## src/rtl/fetch_pkg.sv

```systemverilog
// Shared types and constants for the instruction fetch controller.
package fetch_pkg;

    // Fetch controller FSM states.
    typedef enum logic [2:0] {
        IDLE   = 3'd0,
        FETCH  = 3'd1,
        WAIT   = 3'd2,
        HOLD   = 3'd3,
        HALTED = 3'd4
    } fetch_state_t;

    // Size of one instruction word in bytes; the PC advances by this amount.
    localparam int unsigned INSTR_BYTES = 4;

    // Sequential successor of a fetch address (wraps modulo 2^32).
    function automatic logic [31:0] next_seq_pc(input logic [31:0] pc);
        return pc + 32'(INSTR_BYTES);
    endfunction

endpackage

```

## src/rtl/fetch_controller.sv

```systemverilog
// Instruction fetch controller: issues one word-aligned memory request at a
// time, holds the returned word for decode, and handles redirects and halt.
//
// Handshakes: a transfer happens on a rising clock edge where valid and
// ready are both high. Once valid is raised the offering side keeps valid,
// address and data stable until that transfer edge (a branch redirect is the
// only event allowed to withdraw the held instruction).
module fetch_controller
    import fetch_pkg::*;
#(
    parameter logic [31:0] RESET_PC = 32'h0000_0000
) (
    input  logic         clock,
    input  logic         reset_n,
    input  logic         start,
    input  logic         halt,
    input  logic         branch_taken,
    input  logic [31:0]  branch_target,
    output logic         imem_req_valid,
    input  logic         imem_req_ready,
    output logic [31:0]  imem_addr,
    input  logic         imem_resp_valid,
    input  logic [31:0]  imem_resp_data,
    output logic         instr_valid,
    input  logic         instr_ready,
    output logic [31:0]  instr_data,
    output logic [31:0]  instr_pc,
    output logic [31:0]  program_counter_value,
    output logic         is_halted,
    output fetch_state_t dbg_state
);

    fetch_state_t r_state;
    fetch_state_t w_state_next;

    logic [31:0] r_pc;
    logic [31:0] r_req_addr;
    logic [31:0] r_instr_data;
    logic [31:0] r_instr_pc;
    logic        r_drop;

    logic [31:0] w_pc_next;
    logic        w_active;
    logic        w_redirect;
    logic        w_resp_hit;
    logic        w_drop_eff;
    logic        w_consume;
    logic        w_enter_fetch;
    logic        w_unused;

    // Low target bits are architecturally ignored (word-aligned fetch).
    assign w_unused = ^branch_target[1:0];

    assign w_active   = (r_state == FETCH) || (r_state == WAIT) || (r_state == HOLD);
    assign w_redirect = branch_taken && w_active;
    // A response arriving in the same cycle as a redirect is already stale.
    assign w_resp_hit = (r_state == WAIT) && imem_resp_valid;
    assign w_drop_eff = r_drop || w_redirect;
    // A redirect in HOLD kills the held instruction, so instr_ready is ignored.
    assign w_consume  = (r_state == HOLD) && instr_ready && !branch_taken;
    assign w_enter_fetch = (w_state_next == FETCH) && (r_state != FETCH);

    // Next value of the program counter: redirect beats sequential advance.
    always_comb begin
        w_pc_next = r_pc;
        if (w_redirect) begin
            w_pc_next = {branch_target[31:2], 2'b00};
        end else if (w_consume) begin
            w_pc_next = next_seq_pc(r_pc);
        end
    end

    // State register.
    always_ff @(posedge clock) begin
        if (!reset_n) begin
            r_state <= IDLE;
        end else begin
            r_state <= w_state_next;
        end
    end

    // Next-state logic; halt is only looked at where FETCH would be entered.
    always_comb begin
        w_state_next = r_state;
        case (r_state)
            IDLE, HALTED: begin
                if (start && !halt) begin
                    w_state_next = FETCH;
                end
            end
            FETCH: begin
                if (imem_req_ready) begin
                    w_state_next = WAIT;
                end
            end
            WAIT: begin
                if (imem_resp_valid) begin
                    if (w_drop_eff) begin
                        w_state_next = halt ? HALTED : FETCH;
                    end else begin
                        w_state_next = HOLD;
                    end
                end
            end
            HOLD: begin
                if (branch_taken || instr_ready) begin
                    w_state_next = halt ? HALTED : FETCH;
                end
            end
            default: w_state_next = IDLE;
        endcase
    end

    // Datapath registers: PC, request address, drop flag, held instruction.
    always_ff @(posedge clock) begin
        if (!reset_n) begin
            r_pc         <= RESET_PC;
            r_req_addr   <= RESET_PC;
            r_drop       <= 1'b0;
            r_instr_data <= 32'h0;
            r_instr_pc   <= 32'h0;
        end else begin
            r_pc <= w_pc_next;
            if (w_enter_fetch) begin
                r_req_addr <= w_pc_next;
            end
            if (w_resp_hit) begin
                r_drop <= 1'b0;
            end else if (w_redirect && (r_state != HOLD)) begin
                r_drop <= 1'b1;
            end
            if (w_resp_hit && !w_drop_eff) begin
                r_instr_data <= imem_resp_data;
                r_instr_pc   <= r_req_addr;
            end
        end
    end

    // Outputs decoded from the current state and the held registers.
    always_comb begin
        imem_req_valid        = (r_state == FETCH);
        imem_addr             = r_req_addr;
        instr_valid           = (r_state == HOLD);
        instr_data            = r_instr_data;
        instr_pc              = r_instr_pc;
        program_counter_value = r_pc;
        is_halted             = (r_state == HALTED);
        dbg_state             = r_state;
    end

endmodule
```

## config.mk

```make
export PLATFORM = sky130hd
export DESIGN_NAME = fetch_controller
export DESIGN_NICKNAME = d
export VERILOG_FILES = /design/src/rtl/fetch_pkg.sv /design/src/rtl/fetch_controller.sv
export SDC_FILE = /design/constraint.sdc
export NUM_CORES = 1
export LEC_CHECK = 0
export ABC_CLOCK_PERIOD_IN_PS = 1900
export BUFFER_PORTS_ARGS = -buffer_cell sky130_fd_sc_hd__buf_2
export CAP_MARGIN = 20
export CORE_UTILIZATION = 51
export CTS_BUF_LIST = sky130_fd_sc_hd__clkbuf_8
export DETAILED_ROUTE_END_ITERATION = 10
export GPL_TIMING_DRIVEN = 1
export HOLD_SLACK_MARGIN = 0.15
export PLACE_DENSITY = 0.91
export SYNTH_ARGS = -nofsm -noshare
export SYNTH_HDL_FRONTEND = slang
export SYNTH_SLANG_ARGS = --single-unit
export TNS_END_PERCENT = 1
```

## constraint.sdc

```tcl
create_clock -name clock -period 1.9 [get_ports clock]
set_input_delay 0.38 -clock clock [delete_from_list [all_inputs] [get_ports clock]]
set_output_delay 0.38 -clock clock [all_outputs]
set_load 0.02 [all_outputs]
```

# [After elaboration in Yosys (flattened, before gate mapping)]
# Index checks and enable logic that the tools add are counted.
[op_classes] addsub=1 eq_ne=7 n_mux=9 n_bitwise=1 n_reduce_logical=18
[ops] operator="32-bit two-way mux" n=2
[ops] operator="32-bit by 3-bit adder with 32-bit output (second input constant)" n=1
[ops] operator="3-bit two-way mux" n=6
[ops] operator="3-bit one-hot mux with 4 select lines" n=1
[ops] operator="1-bit logical AND" n=8
[ops] operator="3-bit by 1-bit == test with 1-bit output (second input constant)" n=2
[ops] operator="3-bit by 2-bit == test with 1-bit output (second input constant)" n=2
[ops] operator="1-bit logical OR" n=4
[ops] operator="2-bit OR reduction" n=2
[ops] operator="3-bit == test (second input constant)" n=1
[ops] operator="1-bit zero test" n=3
[ops] operator="3-bit zero test" n=1
[ops] operator="3-bit by 1-bit != test with 1-bit output (second input constant)" n=1
[ops] operator="3-bit by 2-bit != test with 1-bit output (second input constant)" n=1
[ops] operator="1-bit inverter" n=1
[totals] reg_bits=132 input_bits=72 output_inout_bits=134 wordCells=42

# [Logic depth before layout (Yosys ltp)]
[depth] word_depth=10 ltp_mapped=9 ltp_nobuf=7

# [Worst setup path before layout]
# Ideal clock, no wire load.
[synth_path] path_type="register to register" startpoint="reg r_pc[2] (netlist: program_counter_value[2])" endpoint="reg r_req_addr[14] (netlist: imem_addr[14])" setup_ns=0.071 arrival_time_ns=1.792 t_required_ns=1.829 setup_slack_ns=0.037 stages_incl_launch_ff=8 path_buffers=0 period_less_slack_ns=1.863 path_cell_list="dfxtp_1 > ha_1 > nand3b_1 > nor3_2 > nand3_1 > xor2_1 > a211o_1 > a21oi_1"
[synth_via] elab_chain_len=3
[synth_lines] element="start: declaration" line="fetch_controller.sv:36" text="logic [31:0] r_pc;"
[synth_lines] element="start signal: assignment" line="fetch_controller.sv:123" text="r_pc <= w_pc_next;"
[synth_lines] element="32-bit by 3-bit adder with 32-bit output" line="fetch_pkg.sv:18" text="return pc + 32'(INSTR_BYTES);"
[synth_lines] element="32-bit two-way mux" line="fetch_controller.sv:68" text="end else if (w_consume) begin"
[synth_lines] element="32-bit two-way mux" line="fetch_controller.sv:66" text="if (w_redirect) begin"
[synth_lines] element="end signal: assignment" line="fetch_controller.sv:125" text="r_req_addr <= w_pc_next;"
[synth_lines] element="end: declaration" line="fetch_controller.sv:37" text="logic [31:0] r_req_addr;"
# Every way passes these cells.
# A chain may end at the register's enable or synchronous reset.

# [Worst setup path in the final report]
[layout_path] startpoint="reg r_state[1] (netlist: dbg_state[1])" endpoint="out imem_req_valid"
[layout_via] elab_chain_len=1
[layout_lines] element="start: declaration" line="fetch_controller.sv:33" text="fetch_state_t r_state;"
[layout_lines] element="start signal: assignment" line="fetch_controller.sv:78" text="r_state <= w_state_next;"
[layout_lines] element="3-bit by 1-bit == test with 1-bit output" line="fetch_controller.sv:141" text="imem_req_valid = (r_state == FETCH);"
[layout_lines] element="end: declaration" line="fetch_controller.sv:19" text="output logic imem_req_valid,"
# Every way passes these cells.

==> impl_metrics.py <==
metrics = {
    "routing": {
        "dr.pass1.iters": 5,
        "avgRoutedWirePerCell_um": 15.79,
        "drt-met1-wl_mm": 6.598,
        "drc": 0,
        "drt_iter0_markers": 480,
        "top_layer_used": "met4",
        "dr_wl_met3_mm": 1.461,
        "wirelength_mm": 16.14,
        "dr_wl_met2_mm": 7.695,
        "viasPerCell": 5.451,
        "antenna_left": 0,
        "vias": 5571,
    },
    "placement": {
        "port_buffers": 203,
        "hpwl_mm": 10.75,
        "gp_congestion": 0.8781,
        "pre_cts_ws_ns": 0.02239,
    },
    "layout": {
        "mostFrequentLayoutCell": "buf_2",
        "layout-drive-gt1-share_pct": 37.02,
        "fillers": 793,
        "final_cell_mix": "202 x buf_2, 144 x nand2_1, 119 x dfxtp_1, 81 x a21oi_1",
        "final_nets": 946,
        "synthToLayoutAreaGrowth_pct": 36.16,
        "diodes": 0,
    },
    "yosys": {
        "synth.avg_cell_area_um2": 8.398,
        "yosysWarnings": 0,
        "synth_cell_types": 52,
        "synth_edf_count": 0,
        "synth_seq_cells": 132,
        "async_reset_ff_share_pct": 0,
        "seq_area_frac_synth_pct": 48.48,
        "synth_fp_nets": 722,
        "ys.flop_type": "dfxtp_1",
        "synthCells": 649,
        "synth.cell_area_um2": 5450,
    },
    "global_route": {
        "grt_overflow": 0,
        "grt_usage_pct": 28.39,
        "grt_first_pass_wirelength_mm": 24.96,
        "grt_start_max_net_pins": 65,
        "grt_pass1_vias": 5045,
        "antenna_found_initial": 0,
    },
    "clock_network": {
        "postCtsHoldBufs": 0,
        "cts.path.max_buffers": 2,
        "tritoncts": "done",
        "cts.htree.levels": 4,
        "cts-root-buf": "clkbuf_8",
        "clk_pin_slew_ns": 0.08,
        "insertion_delay_ns": 0.42,
        "clock_sinks": 132,
        "numCtsBuffers": 17,
    },
    "power_and_ir_drop": {
        "vdd_ir_drop_max_uv": 529.4,
        "p_per_area_nw_per_um2": 798.5,
        "leakage_nw": 3.501,
    },
    "floorplan": {
        "coreArea_um2": 10320,
        "die-width_um": 105.4,
        "dieArea_um2": 11100,
        "io_pins": 206,
        "start_util_pct": 52.79,
        "std_cell_rows": 37,
        "die_y_um": 105.4,
    },
    "setup_path": {
        "startpoint_type": "flip-flop",
        "crit_type": "reg2out",
        "crit_required_ns": 1.52,
        "path_max_fanout": 6,
        "cp-end-kind": "primary output",
        "arrival_ns": 1.48,
    },
    "sta": {
        "rsz0062_at_grt": "yes",
        "fmax_ghz": 0.5369,
        "fin_crit_sh_pct": 98.02,
        "fin_skew_ns": 0.01260,
        "slew_violations": 0,
        "setup_viol": 0,
        "worst_slew_pin_slew_ns": 0.4042,
        "hold_violations": 0,
        "worst_slack_ns": 0.03753,
        "period_needed_ns": 1.862,
        "timing.hold.ws_ns": 0.1908,
        "max_slew_margin_pct": 73.05,
    },
    "worst_hold_path": {
        "min_path_type": "in2reg",
    },
    "outcome": {
        "status": "completed",
    },
    "run": {
        "maxCapViolations": 0,
    },
}
-- cells by family after synthesis --
group,count (synthesis),share of synthesized area (%)
multiplexers,9,1.653
AND/OR/NAND/NOR,284,26.33
XOR/XNOR,28,4.500
AO/OA/AOI/OAI,145,14.83
adder cells (fa/ha/maj),1,0.2295
flip-flops,132,48.48
buffers and inverters,50,3.971
-- repair_timing --
action,CTS,global route
buffers inserted,2,9
endpoints found under the setup margin,2,25
pin swaps,0,5
gates resized for setup,7,30
-- report_power, final --
group | switching (W) | internal (W)
clock network | 0.00112 | 0.00127
logic | 0.000385 | 0.000249
registers | 0.0000656 | 0.00283
total | 0.00157 | 0.00435
-- routing by layer --
layer	vias to the layer above	GRT usage (%)
met2	306	47.46
met1	2553	35.40
met5	-	0
met3	41	6.988
met4	0	10.26
li1	2671	-
-- through the flow --
stage                     power, W  setup TNS (ns)  cell area (um^2)  instances  util, %
after detailed placement  0.003557               0              6813        979    65.99
after CTS                 0.005922               0              7253       1013    70.26
after floorplan           0.003274               0              5450        649        -
after global placement    0.003543               0              6813        979    65.99
final                     0.005925               0              7421       1022    71.88
after global routing      0.006155         -0.2204              7421       1022    71.88
-- Yosys cell counts, drive strengths merged (13+ instances only) --
library cell  number  area share [%]
dfxtp            132              48
nand4             19             2.3
a21oi             86             8.0
and3              18             2.1
o21ai             35             3.3
a21o              13             1.8
nand3             23             2.3
clkbuf            27             1.9
xnor2             14             2.2
nand2            145              10
buf               17             1.7
xor2              14             2.2
nor2              39             2.8
-- final timing paths --
check / startpoint / end / slack [ns] / cells past startpoint
min reg2reg: instr_data[27] / instr_data[27] / 0.45 / 2
max reg2reg: program_counter_value[3] / imem_addr[14] / 0.04 / 7
max: dbg_state[1] / imem_req_valid / 0.04 / 4
min: imem_resp_data[28] / instr_data[28] / 0.19 / 3
-- registers in the layout, indices dropped and copies added, names as in the netlist --
| register | flops |
|---|---|
| instr_data | 32 |
| instr_pc | 32 |
| dbg_state | 3 |
| imem_addr | 32 |
| program_counter_value | 32 |
| r_drop | 1 |
-- layout make-up --
class / instances / area (um^2) / share of cell area (%)
clock buffers: 20 / 275.3 / 3.709
clock inverters: 12 / 131.4 / 1.770
inverters: 6 / 22.52 / 0.3035
multi-input cells: 467 / 2679 / 36.10
flip-flops and latches: 132 / 2664 / 35.90
well taps: 136 / 170.2 / 2.293
repair buffers: 249 / 1479 / 19.93
-- worst max-delay path: stages, from the launching register on --
cell	delay, ns
dfxtp_4	0.35
buf_4	0.15
or3b_4	0.39
inv_2	0.06
buf_6	0.11
Power figures use the tool's default switching activity.
